**src/rtl/uart_pkg.sv**
```systemverilog
// Shared UART definitions.
//   - rx_state_e : receiver FSM state encoding
//   - majority3  : two-of-three vote used for bit sampling
//   - DEFAULT_*  : constants the baud tick generator is built around
// Ports: none (package).
package uart_pkg;

    typedef enum logic [2:0] {
        StIdle,
        StStart,
        StData,
        StParity,
        StStop
    } rx_state_e;

    localparam int unsigned DEFAULT_CLK_HZ     = 50_000_000;
    localparam int unsigned DEFAULT_BAUD       = 115_200;
    localparam int unsigned DEFAULT_OVERSAMPLE = 16;

    function automatic logic majority3(input logic a, input logic b, input logic c);
        return (a & b) | (a & c) | (b & c);
    endfunction

endpackage

```
**src/rtl/uart_sync_edge.sv**
```systemverilog
// Two-flop synchroniser for an idle-high asynchronous line plus a falling-edge
// detector on the synchronised value. Also used for the transmitter's CTS input.
// Ports:
//   i_clk, i_rst_n : clock, asynchronous active-low reset (flops reset to 1)
//   i_async        : asynchronous input line
//   o_sync         : synchronised line value
//   o_fall         : single-cycle pulse when o_sync goes 1 -> 0
module uart_sync_edge (
    input  logic i_clk,
    input  logic i_rst_n,
    input  logic i_async,
    output logic o_sync,
    output logic o_fall
);

    logic [1:0] sync_q;
    logic       prev_q;

    always_ff @(posedge i_clk or negedge i_rst_n) begin
        if (!i_rst_n) begin
            sync_q <= 2'b11;
            prev_q <= 1'b1;
        end else begin
            sync_q <= {sync_q[0], i_async};
            prev_q <= sync_q[1];
        end
    end

    assign o_sync = sync_q[1];
    assign o_fall = prev_q & ~sync_q[1];

endmodule

```
**src/rtl/uart_rx_cfg.sv**
```systemverilog
// Configurable UART receiver: DATA_BITS data bits LSB first, optional parity,
// STOP_BITS stop bits, OVERSAMPLE baud ticks per bit, majority-of-three sampling
// at ticks MID-1, MID, MID+1 (MID = OVERSAMPLE/2 - 1).
// Build option: define UART_RX_PARITY_EN to include the parity bit and check.
// Ports:
//   i_clk, i_rst_n : clock, asynchronous active-low reset
//   i_rx_serial    : asynchronous serial line, idle high
//   i_baud_tick    : one-cycle pulse at OVERSAMPLE x baud
//   o_rx_data      : received word, held while o_rx_valid
//   o_rx_valid     : word available until accepted (valid && i_rx_ready)
//   i_rx_ready     : consumer ready
//   o_frame_err    : a stop bit was low (qualified by o_rx_valid)
//   o_parity_err   : parity mismatch (qualified by o_rx_valid), 0 if compiled out
//   o_overrun      : one-cycle pulse when a frame is dropped because a word is pending
//   o_busy         : FSM not idle
module uart_rx_cfg
    import uart_pkg::*;
#(
    parameter int unsigned DATA_BITS  = 8,
    parameter int unsigned OVERSAMPLE = 16,
    parameter int unsigned STOP_BITS  = 1,
    parameter int unsigned PARITY_ODD = 0
) (
    input  logic                 i_clk,
    input  logic                 i_rst_n,
    input  logic                 i_rx_serial,
    input  logic                 i_baud_tick,
    output logic [DATA_BITS-1:0] o_rx_data,
    output logic                 o_rx_valid,
    input  logic                 i_rx_ready,
    output logic                 o_frame_err,
    output logic                 o_parity_err,
    output logic                 o_overrun,
    output logic                 o_busy
);

    localparam int unsigned TICK_W = $clog2(OVERSAMPLE);
    localparam int unsigned BIT_W  = $clog2(DATA_BITS + 1);

    localparam logic [TICK_W-1:0] SMP_A    = TICK_W'(OVERSAMPLE / 2 - 2);
    localparam logic [TICK_W-1:0] SMP_B    = TICK_W'(OVERSAMPLE / 2 - 1);
    localparam logic [TICK_W-1:0] SMP_C    = TICK_W'(OVERSAMPLE / 2);
    localparam logic [TICK_W-1:0] TICK_MAX = TICK_W'(OVERSAMPLE - 1);
    localparam logic [BIT_W-1:0]  LAST_BIT = BIT_W'(DATA_BITS - 1);
    localparam logic              LAST_STP = 1'(STOP_BITS - 1);

    logic rxs, rx_fall;

    uart_sync_edge u_sync_edge (
        .i_clk   (i_clk),
        .i_rst_n (i_rst_n),
        .i_async (i_rx_serial),
        .o_sync  (rxs),
        .o_fall  (rx_fall)
    );

    rx_state_e            state_q, state_d;
    logic [TICK_W-1:0]    tick_q, tick_d;
    logic [BIT_W-1:0]     bit_q, bit_d;
    logic                 stop_q, stop_d;
    logic [1:0]           smp_q, smp_d;
    logic [DATA_BITS-1:0] shift_q, shift_d;
    logic                 ferr_acc_q, ferr_acc_d;
    logic [DATA_BITS-1:0] data_q, data_d;
    logic                 valid_q, valid_d;
    logic                 ferr_q, ferr_d;
    logic                 ovr_q, ovr_d;
    logic                 perr_now;
`ifdef UART_RX_PARITY_EN
    logic                 par_acc_q, par_acc_d;
    logic                 perr_acc_q, perr_acc_d;
    logic                 perr_q, perr_d;
`endif

    logic vote, at_c, complete;

    // The third sample is the live line value at MID+1; the vote is used there.
    assign vote = majority3(smp_q[0], smp_q[1], rxs);
    assign at_c = i_baud_tick && (tick_q == SMP_C);

    always_comb begin
        state_d    = state_q;
        tick_d     = tick_q;
        bit_d      = bit_q;
        stop_d     = stop_q;
        smp_d      = smp_q;
        shift_d    = shift_q;
        ferr_acc_d = ferr_acc_q;
        complete   = 1'b0;
`ifdef UART_RX_PARITY_EN
        par_acc_d  = par_acc_q;
        perr_acc_d = perr_acc_q;
`endif

        if (i_baud_tick) begin
            tick_d = (tick_q == TICK_MAX) ? '0 : tick_q + TICK_W'(1);
            if (tick_q == SMP_A) smp_d[0] = rxs;
            if (tick_q == SMP_B) smp_d[1] = rxs;
        end

        unique case (state_q)
            StIdle: begin
                tick_d = '0;
                if (rx_fall) begin
                    state_d    = StStart;
                    bit_d      = '0;
                    stop_d     = 1'b0;
                    ferr_acc_d = 1'b0;
`ifdef UART_RX_PARITY_EN
                    par_acc_d  = 1'b0;
                    perr_acc_d = 1'b0;
`endif
                end
            end
            StStart: begin
                if (at_c) state_d = vote ? StIdle : StData;
            end
            StData: begin
                if (at_c) begin
                    shift_d = {vote, shift_q[DATA_BITS-1:1]};
`ifdef UART_RX_PARITY_EN
                    par_acc_d = par_acc_q ^ vote;
`endif
                    if (bit_q == LAST_BIT) begin
                        bit_d = '0;
`ifdef UART_RX_PARITY_EN
                        state_d = StParity;
`else
                        state_d = StStop;
`endif
                    end else begin
                        bit_d = bit_q + BIT_W'(1);
                    end
                end
            end
`ifdef UART_RX_PARITY_EN
            StParity: begin
                if (at_c) begin
                    perr_acc_d = (par_acc_q ^ vote) != 1'(PARITY_ODD);
                    state_d    = StStop;
                end
            end
`endif
            StStop: begin
                if (at_c) begin
                    if (!vote) ferr_acc_d = 1'b1;
                    if (stop_q == LAST_STP) begin
                        complete = 1'b1;
                        state_d  = StIdle;
                    end else begin
                        stop_d = 1'b1;
                    end
                end
            end
            default: state_d = StIdle;
        endcase
    end

`ifdef UART_RX_PARITY_EN
    assign perr_now = perr_acc_q;
`else
    assign perr_now = 1'b0;
`endif

    // Output side: load on completion if the slot is free or being freed this cycle.
    always_comb begin
        data_d  = data_q;
        valid_d = valid_q;
        ferr_d  = ferr_q;
        ovr_d   = 1'b0;
`ifdef UART_RX_PARITY_EN
        perr_d  = perr_q;
`endif
        if (complete) begin
            if (!valid_q || i_rx_ready) begin
                data_d  = shift_q;
                valid_d = 1'b1;
                ferr_d  = ferr_acc_q | ~vote;
`ifdef UART_RX_PARITY_EN
                perr_d  = perr_now;
`endif
            end else begin
                ovr_d = 1'b1;
            end
        end else if (valid_q && i_rx_ready) begin
            valid_d = 1'b0;
        end
    end

    always_ff @(posedge i_clk or negedge i_rst_n) begin
        if (!i_rst_n) begin
            state_q    <= StIdle;
            tick_q     <= '0;
            bit_q      <= '0;
            stop_q     <= 1'b0;
            smp_q      <= 2'b11;
            shift_q    <= '0;
            ferr_acc_q <= 1'b0;
            data_q     <= '0;
            valid_q    <= 1'b0;
            ferr_q     <= 1'b0;
            ovr_q      <= 1'b0;
`ifdef UART_RX_PARITY_EN
            par_acc_q  <= 1'b0;
            perr_acc_q <= 1'b0;
            perr_q     <= 1'b0;
`endif
        end else begin
            state_q    <= state_d;
            tick_q     <= tick_d;
            bit_q      <= bit_d;
            stop_q     <= stop_d;
            smp_q      <= smp_d;
            shift_q    <= shift_d;
            ferr_acc_q <= ferr_acc_d;
            data_q     <= data_d;
            valid_q    <= valid_d;
            ferr_q     <= ferr_d;
            ovr_q      <= ovr_d;
`ifdef UART_RX_PARITY_EN
            par_acc_q  <= par_acc_d;
            perr_acc_q <= perr_acc_d;
            perr_q     <= perr_d;
`endif
        end
    end

    assign o_rx_data   = data_q;
    assign o_rx_valid  = valid_q;
    assign o_frame_err = ferr_q;
`ifdef UART_RX_PARITY_EN
    assign o_parity_err = perr_q;
`else
    assign o_parity_err = 1'b0;
`endif
    assign o_overrun   = ovr_q;
    assign o_busy      = (state_q != StIdle);

endmodule

```
**config.mk**
```make
export PLATFORM = sky130hd
export DESIGN_NAME = uart_rx_cfg
export DESIGN_NICKNAME = d
export VERILOG_FILES = /design/src/rtl/uart_pkg.sv /design/src/rtl/uart_sync_edge.sv /design/src/rtl/uart_rx_cfg.sv
export SDC_FILE = /design/constraint.sdc
export NUM_CORES = 1
export LEC_CHECK = 0
export BUFFER_PORTS_ARGS = -buffer_cell sky130_fd_sc_hd__buf_2
export CAP_MARGIN = 30
export CORE_UTILIZATION = 50
export DETAILED_ROUTE_END_ITERATION = 7
export MAX_ROUTING_LAYER = met4
export PLACE_DENSITY = 0.71
export SLEW_MARGIN = 25
export SYNTH_ARGS = -nofsm -noshare
export SYNTH_HDL_FRONTEND = slang
export SYNTH_SLANG_ARGS = --single-unit
```
**constraint.sdc**
```tcl
create_clock -name i_clk -period 3.6 [get_ports i_clk]
set_input_delay 0.36 -clock i_clk [delete_from_list [all_inputs] [get_ports i_clk]]
set_output_delay 0.36 -clock i_clk [all_outputs]
set_load 0.01 [all_outputs]
```
==> flow_summary.ini, run 1 <==
[status]
status = complete, no violations

[routing]
wl_per_cell_um = 13.89
routed_via_density = 5.435
routed_wl_um = 2653
antenna_left = 0
first_pass_iters = 4
drc = 0
via_count = 1038
drtIter0Drc = 29

[worst_setup_path]
cp_data_arrival_time_ns = 1.46
r2r_cells = 6
crit_fanout = 9
critPathLaunchType = register
cp-startpoint = state_q[0]$_DFFE_PN0P_
r2r_setup_slack_ns = 1.83
r2r_start = tick_q[0]$_DFFE_PN0P_
critPathCaptureType = output port
crit_path_end = o_busy
worstSetupPathType = reg2out
r2r_end = o_rx_data[7]$_DFFE_PN0P_
cp_data_required_time_ns = 3.24

[placed_design]
globalplace.congestion = 0.7780
dp_cells = 183
hpwlAfterDp_um = 1883
portBuffers = 16

[layout]
fillerInstances = 285
syn_to_final_growth_pct = 10.46
regArea_um2 = 907.1
final_layout_size_suffix_gt1_frac = 0.3673
fin_cells = 191
antennaDiodeCount = 0
fin_nets = 155
multiInputGateArea_um2 = 676.9

[synth]
netlist_top_cells_count = 31 x dfrtp_1, 18 x mux2_2, 10 x nand2_1
synth_edf_count = 0
netlist_area_um2 = 1627
synth_flop_cell = dfrtp_1
yosys.area.top_type = dfrtp_1
netlist.area_leader.share = 0.4769
ys_seq_area_frac = 0.5577
ys_async_sr_fraction = 1.000
ys_ff_latch = 36
syn_inst = 127
yosysMostFrequentCell = dfrtp_1
synth.distinct_cells = 34
synth_fp_nets = 136
synthTopCellsByArea = dfrtp_1 48%, mux2_2 12%, dfstp_2 8.1%
avgSynthCellArea_um2 = 12.81
ys_warn_count = 0

[timing]
final.setup.tns_ns = 0
slew_violations = 0
setup_violations = 0
period_share = 0.5061
fmax_mhz = 548.8
final_hold_viol_count = 0
fin_skew_ns = 0.007198
layout_min_cycle_time_ns = 1.822
worst_pin_slew_ns = 0.7559
rsz0062_at_grt = no
relSlewSlack = 0.4961

[cts]
root_buffer = clkbuf_4
htree_levels = 2
clk_path_buf_depth = 2
cts_buffers = 5
cts_resized = 0
cts_setup_buffers = 0
cts.clk_slew.worst_paths_ns = 0.11
cts_hold_buf = 0
clkLatencyLatePin_ns = 0.34
clock_sinks = 36
cts_tree = done

[global_route]
antenna_found_initial = 0
track_usage = 0.1874
grt_max_degree = 37
grt_pass1_wl_um = 4547
grt_overflow = 0
grt_pass1_vias = 1028

[power]
internal_power_uw = 610.9
leakagePower_nw = 0.8858
p_clk_frac = 0.254
pwr-share-seq = 0.574
power.density_nw_per_um2 = 490.7
switchingPower_uw = 270.8
vdd_drop_max_mv = 0.2848
p_sw_frac = 0.3072
p_comb_frac = 0.172

[floorplanning]
ios = 18
initial_core_util = 0.5285
num_rows = 20
die_area_um2 = 3485
fp.dieW_um = 59.04
core_area_um2 = 3078
die_height_um = 59.04

[flow_run]
cap_violations = 0

[worst_hold_path]
hold_class = in2async
## power by group through the flow
stage               clock, mW  combinational, mW  sequential, mW
finish                  0.224              0.152           0.506
global route            0.249              0.176           0.511
CTS                     0.235              0.155           0.504
detailed placement          0              0.153           0.511
global placement            0              0.148           0.505
floorplan                   0              0.138           0.483
## worst min-delay path by stage
stage	from	to	cells past startpoint
6_report	i_rst_n	shift_q[0]$_DFFE_PN0P_	1
3_5_place_dp	u_sync_edge.sync_q[0]$_DFF_PN1_	u_sync_edge.sync_q[1]$_DFF_PN1_	0
4_1_cts	i_rst_n	shift_q[0]$_DFFE_PN0P_	1
5_1_grt	i_rx_serial	u_sync_edge.sync_q[0]$_DFF_PN1_	1
3_3_place_gp	u_sync_edge.sync_q[0]$_DFF_PN1_	u_sync_edge.sync_q[1]$_DFF_PN1_	0
2_1_floorplan	i_rst_n	bit_q[0]$_DFFE_PN0P_	0
## critical path: stages (launching register included)
cell     delay, ns
dfrtp_1       0.53
nor3_4        0.33
inv_1         0.12
buf_2         0.15
## placed cells by master, fill, tap and decap left out, types with 3 or more instances in the layout
cell      netlist  routed
nand2_1        10      10
dfstp_2         5       5
mux2_2         18      18
ha_1            4       4
inv_1           4       4
nand2b_1        4       4
buf_2           1      16
a21oi_1         5       5
nand3_1         5       5
dfrtp_1        31      31
nor2_1          6       6
o21ai_0         3       3
clkbuf_4        0       5
## logic make-up (layout without fill, tap and decap cells)
kind of cell               after synthesis  count (layout)  share of synthesized area
AOI/OAI and AO/OA                       15              15                    0.06153
xor gates and xnor gates                 1               1                   0.005386
adders and majority gates                5               5                    0.03692
buffers and inverters                    8              28                    0.02615
DFF                                     36              36                     0.5577
muxes                                   20              20                     0.1400
other                                    1               1                   0.002305
and+or+nand+nor                         41              41                     0.1700
## registers in the layout, summed over array words and instances, names as in the netlist
register            flops
o_rx_data               8
shift_q                 8
bit_q                   4
tick_q                  4
state_q                 3
smp_q                   2
u_sync_edge.sync_q      2
ferr_acc_q              1
o_frame_err             1
o_overrun               1
o_rx_valid              1
u_sync_edge.prev_q      1
## metal layers
layer / track usage / wire length [um] / vias up
met1: 0.2182 / 1165 / 515
met3: 0.04803 / 122 / 4
li1: - / - / 487
met5: - / 0 / -
met2: 0.2873 / 1342 / 32
met4: 0.1224 / 23 / 0
## metrics by stage
stage,utilization,hold slack (ns),area (um2),setup slack [ns],total power [mW]
after floorplan,-,0.06441,1627,1.996,0.6218
after global placement,0.5634,0.3482,1734,1.903,0.6532
after detailed placement,0.5634,0.3517,1734,1.830,0.6644
after CTS,0.5837,0.08831,1797,1.758,0.8937
after global routing,0.5837,0.07974,1797,1.663,0.9355
final,0.5837,0.07544,1797,1.778,0.8817
## final cells by class
type                    count  share of cell area
flip-flops and latches     36              0.5049
multi-input cells          83              0.3767
repair buffers             16             0.04457
clock buffers               7             0.03064
well taps                  44             0.03064
inverters                   4            0.008357
clock inverters             1            0.004178
(Power assumes the default switching activity.)
==> run 2: changes to the inputs <==
Settings changed: ABC_AREA from default to 1.
Clock period 3.6 ns to 1.8 ns, I/O delays scaled along.
==> flow_summary.ini, run 2 <==
[layout]
fin_nets = 221
antennaDiodeCount = 0
final_common_cell = nand2_1
final_layout_size_suffix_gt1_frac = 0.2160
final_area_um2 = 1882
fillerInstances = 262
syn_to_final_growth_pct = 11.49
layout_common_cells = 40 x nand2_1, 31 x dfrtp_1, 29 x inv_1, 21 x nor2_1, 18 x o21ai_0
fin_cells = 257

[floorplanning]
fp.dieW_um = 60.10
num_rows = 20
initial_core_util = 0.5396
die_area_um2 = 3612
core_area_um2 = 3128
die_height_um = 60.10
ios = 18

[timing]
setup_violations = 0
fin_hold_ws_ns = 0.1889
relSlewSlack = 0.4824
period_share = 0.8805
layout_min_cycle_time_ns = 1.585
rsz0062_at_grt = no
final.setup.tns_ns = 0
worst_pin_slew_ns = 0.7764
fin_skew_ns = 0.003470
slew_violations = 0
final_hold_viol_count = 0
fmax_mhz = 630.9

[worst_setup_path]
critPathBufInv = 3
critPathCaptureType = output port
cp-startpoint = state_q[1]$_DFFE_PN0P_
cp_data_required_time_ns = 1.62
r2r_cells = 7
path_common_cell = inv_1
cp.depth = 5
crit_fanout = 4
critPathLaunchType = register
worstSetupPathType = reg2out
crit_family = flip-flops
worst_path_max_delay_cell = dfrtp_1
crit_path_end = o_busy
r2r_end = o_frame_err$_DFFE_PN0P_
crit_chain = inv_1 -> nand2_1 -> nor2_1 -> inv_1 -> buf_2
cp_data_arrival_time_ns = 1.40
max_stage_delay_ns = 0.41
r2r_setup_slack_ns = 0.23
r2r_start = tick_q[0]$_DFFE_PN0P_

[routing]
routed_via_density = 4.848
first_pass_iters = 4
drtIter0Drc = 56
via_count = 1246
antenna_left = 0
drc = 0
routed_wl_um = 2832
wl_per_cell_um = 11.02

[cts]
clk_path_buf_depth = 2
cts_setup_buffers = 0
cts_resized = 0
root_buffer = clkbuf_4
cts_buffers = 5
cts_hold_buf = 2
cts.clk_slew.worst_paths_ns = 0.10
clock_sinks = 36
clkLatencyLatePin_ns = 0.33
cts_tree = done
htree_levels = 2

[power]
p_clk_frac = 0.238
internal_power_mw = 1.267
vdd_drop_max_mv = 0.6168
switchingPower_uw = 588.7
p_sw_frac = 0.3173
p_comb_frac = 0.196
power.density_nw_per_um2 = 985.9
leakagePower_nw = 0.9668
pwr-share-seq = 0.566

[flow_run]
cap_violations = 0

[placed_design]
dpl_cell_area_um2 = 1800
portBuffers = 16
dp_cells = 247
hpwlAfterDp_um = 2026
globalplace.congestion = 0.7693

[global_route]
grt_pass1_vias = 1151
grt_overflow = 0
grt_pass1_wl_um = 4830
track_usage = 0.1935
grt_max_degree = 37
antenna_found_initial = 0

[synth]
ys_warn_count = 0
ys_seq_area_frac = 0.5374
synth_edf_count = 0
ys_ff_latch = 36
synthTopCellsByArea = dfrtp_1 46%, nand2_1 8.9%, dfstp_2 7.8%
synth.distinct_cells = 23
netlist_area_um2 = 1688
yosys.area.top_type = dfrtp_1
avgSynthCellArea_um2 = 8.931
ys_async_sr_fraction = 1.000
synth_flop_cell = dfrtp_1
syn_inst = 189
yosysMostFrequentCell = nand2_1
netlist.area_leader.share = 0.4596
synth_fp_nets = 198
netlist_top_cells_count = 40 x nand2_1, 31 x dfrtp_1, 29 x inv_1

[worst_hold_path]
hold_class = in2reg

[status]
status = complete, no violations
==> run 2: cell types whose count changed after synthesis, moves of 8 or more <==
cell / change
nor2_1: +15
nand2_1: +30
nand3_1: +8
inv_1: +25
o21ai_0: +15
mux2_2: -18
o21ai_2: +8
==> run 2: cell families (layout without fill, tap and decap cells) <==
kind of cell / Yosys count / count (layout) / share of synthesized area
DFF: 36 / 36 / 0.5374
other: 1 / 1 / 0.002222
and+or+nand+nor: 84 / 84 / 0.2298
adders and majority gates: 4 / 4 / 0.02965
buffers and inverters: 32 / 56 / 0.08228
xor gates and xnor gates: 1 / 1 / 0.005190
AOI/OAI and AO/OA: 31 / 31 / 0.1134
==> run 2: worst reg2reg max path, stage by stage, from the launching register on <==
cell	delay (ns)
dfrtp_1	0.42
inv_1	0.10
ha_1	0.16
nand2_2	0.10
nor2_8	0.19
nand3_4	0.24
nor2_1	0.22
a21oi_2	0.04
==> run 2: final cells by class <==
type                    instances  area (um2)  share of cell area
flip-flops and latches         36       907.1              0.4820
multi-input cells             121       641.9              0.3411
inverters                      29       108.9             0.05785
repair buffers                 19       107.6             0.05718
well taps                      44       55.05             0.02926
clock buffers                   6       51.30             0.02726
clock inverters                 2       10.01            0.005319
==> run 2: how the worst min path moves through the flow <==
stage	end	cells after the start	startpoint	slack (ns)
after floorplan	bit_q[0]$_DFFE_PN0P_	0	i_rst_n	-0.12
after global placement	bit_q[3]$_DFFE_PN0P_	1	i_rst_n	0.29
after detailed placement	u_sync_edge.sync_q[0]$_DFF_PN1_	1	i_rx_serial	0.29
after CTS	tick_q[2]$_DFFE_PN0P_	3	i_baud_tick	0.17
after global routing	tick_q[2]$_DFFE_PN0P_	3	i_baud_tick	0.18
final	o_overrun$_DFF_PN0_	4	i_rx_ready	0.19
==> run 2: per-stage QoR <==
| stage | total power, mW | worst slack, ns | util |
|---|---|---|---|
| 6_report | 1.855 | 0.2150 | 0.6016 |
| 5_1_grt | 1.992 | 0.09387 | 0.6016 |
| 4_1_cts | 1.885 | 0.1963 | 0.6016 |
| 3_5_place_dp | 1.425 | 0.2347 | 0.5756 |
| 3_3_place_gp | 1.400 | 0.2765 | 0.5756 |
| 2_1_floorplan | 1.310 | 0.3815 | - |
==> run 2: layer usage <==
metal  track usage  vias to the layer above  routed length [um]
met4       0.07641                        0                  53
met2        0.3061                       36                1342
li1              -                      639                   -
met5             -                        -                   0
met3       0.07359                        6                 132
met1        0.2197                      565                1303
==> run 2: power groups by stage <==
stage,Clock [mW],Combinational [mW],Sequential [mW]
final,0.442,0.363,1.05
after global routing,0.492,0.433,1.07
after CTS,0.471,0.367,1.05
after detailed placement,0,0.361,1.06
after global placement,0,0.346,1.05
after floorplan,0,0.273,1.04
==> run 3: changes to the inputs <==
Settings changed: ABC_AREA 1 to default, SLEW_MARGIN 25 to 20.
==> flow_summary.ini, run 3 (synthesis results as in run 1) <==
[status]
status = complete, no violations

[worst_setup_path]
cp_data_arrival_time_ns = 1.94
critPathLaunchType = register
worst_path_max_delay_cell = dfrtp_1
cp_data_required_time_ns = 2.03
critPathCaptureType = register
crit_fanout = 5
crit_chain = inv_2 -> ha_4 -> nand4b_4 -> nor3_4 -> nand3_4 -> mux2_4
worstSetupPathType = reg2reg
critPathBufInv = 1
crit_family = simple AND/OR/NAND/NOR gates
max_stage_delay_ns = 0.42

[cts]
clk_path_buf_depth = 2
cts.clk_slew.worst_paths_ns = 0.11
cts_tree = done
cts_buffers = 5
root_buffer = clkbuf_4
htree_levels = 2
clkLatencyLatePin_ns = 0.35
clock_sinks = 36

[floorplanning]
ios = 18
die_height_um = 59.04
fp.dieW_um = 59.04
core_area_um2 = 3078
die_area_um2 = 3485
initial_core_util = 0.5285
num_rows = 20

[routing]
antenna_left = 0
wl_per_cell_um = 14.42
routed_wl_um = 2869
via_count = 1055
drc = 0
drt-met1-wl_um = 1285
routed_via_density = 5.302
first_pass_iters = 2
drtIter0Drc = 26
dr.max_layer_used = met4
wl_met2_um = 1427
wl_met3_um = 115

[placed_design]
hpwlAfterDp_um = 1930
dp_cells = 186
portBuffers = 16
dpl_cell_area_um2 = 1757
globalplace.congestion = 0.7762

[global_route]
grt_overflow = 0
grt_pass1_wl_um = 4616
grt_max_degree = 37
grt_pass1_vias = 1032
antenna_found_initial = 0
track_usage = 0.1911

[layout]
fin_nets = 164
final_area_um2 = 1877
utilization = 0.6098
fin_cells = 199
syn_to_final_growth_pct = 15.38
final_layout_size_suffix_gt1_frac = 0.4065
final_common_cell = dfrtp_1
layout_common_cells = 30 x dfrtp_1, 18 x mux2_2, 16 x buf_2, 10 x nand2_1
antennaDiodeCount = 0
fillerInstances = 274

[worst_hold_path]
hold_class = in2reg

[power]
leakagePower_nw = 0.9228
power.total_mw = 1.780
power.density_nw_per_um2 = 948.5
vdd_drop_max_mv = 0.5638

[timing]
setup_violations = 0
fin_hold_ws_ns = 0.1750
layout_min_cycle_time_ns = 1.714
final_hold_viol_count = 0
relSlewSlack = 0.4941
worst_pin_slew_ns = 0.7589
period_share = 0.9521
fmax_mhz = 583.5
slew_violations = 0
fin_skew_ns = 0.01569

[flow_run]
cap_violations = 0
run 3: report_power, final:
part | total, mW | switching, mW | internal, mW
sequential | 0.987 | 0.0895 | 0.897
combinational | 0.400 | 0.212 | 0.188
clock | 0.394 | 0.250 | 0.144
run 3: cell type report:
class | instances | area [um2] | area share
multi-input combinational | 84 | 706.9 | 0.3767
timing repair buffer | 24 | 145.1 | 0.07733
sequential | 36 | 908.4 | 0.4840
tap | 44 | 55.05 | 0.02933
clock inverter | 1 | 5.005 | 0.002667
clock buffer | 6 | 41.29 | 0.02200
inverter | 4 | 15.01 | 0.008000
run 3: worst min-delay path: stages:
cell and delay, ns:
buf_2 0.15, nand3_1 0.09, a21oi_1 0.06
run 3: timing repair:
action	in CTS	in global routing
gates resized for setup	0	5
hold buffers	2	0
setup buffers	0	3
endpoints found under the hold margin	32	0
setup endpoints to repair	0	19
run 3: metrics by stage:
step	setup slack (ns)	setup TNS, ns
global route	-0.0003795	-0.0003795
detailed placement	0.02316	0
CTS	0.002943	0
global placement	0.1035	0
finish	0.08620	0
floorplan	0.1958	0
run 3: path summary, 6_finish.rpt:
path / startpoint / end / slack, ns / depth (start not counted)
setup / recovery: tick_q[0]$_DFFE_PN0P_ / o_rx_data[7]$_DFFE_PN0P_ / 0.09 / 6
min in group asynchronous: i_rst_n / bit_q[3]$_DFFE_PN0P_ / 0.43 / 2
hold / removal: i_baud_tick / tick_q[0]$_DFFE_PN0P_ / 0.17 / 3
max in group asynchronous: i_rst_n / state_q[2]$_DFFE_PN0P_ / 0.85 / 2
hold reg to reg: u_sync_edge.sync_q[0]$_DFF_PN1_ / u_sync_edge.sync_q[1]$_DFF_PN1_ / 0.36 / 0
setup reg to reg: tick_q[0]$_DFFE_PN0P_ / o_rx_data[7]$_DFFE_PN0P_ / 0.09 / 6
run 3: layer usage:
layer	global-route usage	up-vias
met4	0.07143	0
met2	0.3149	19
met1	0.2148	525
met3	0.06550	5
met5	-	-
li1	-	506
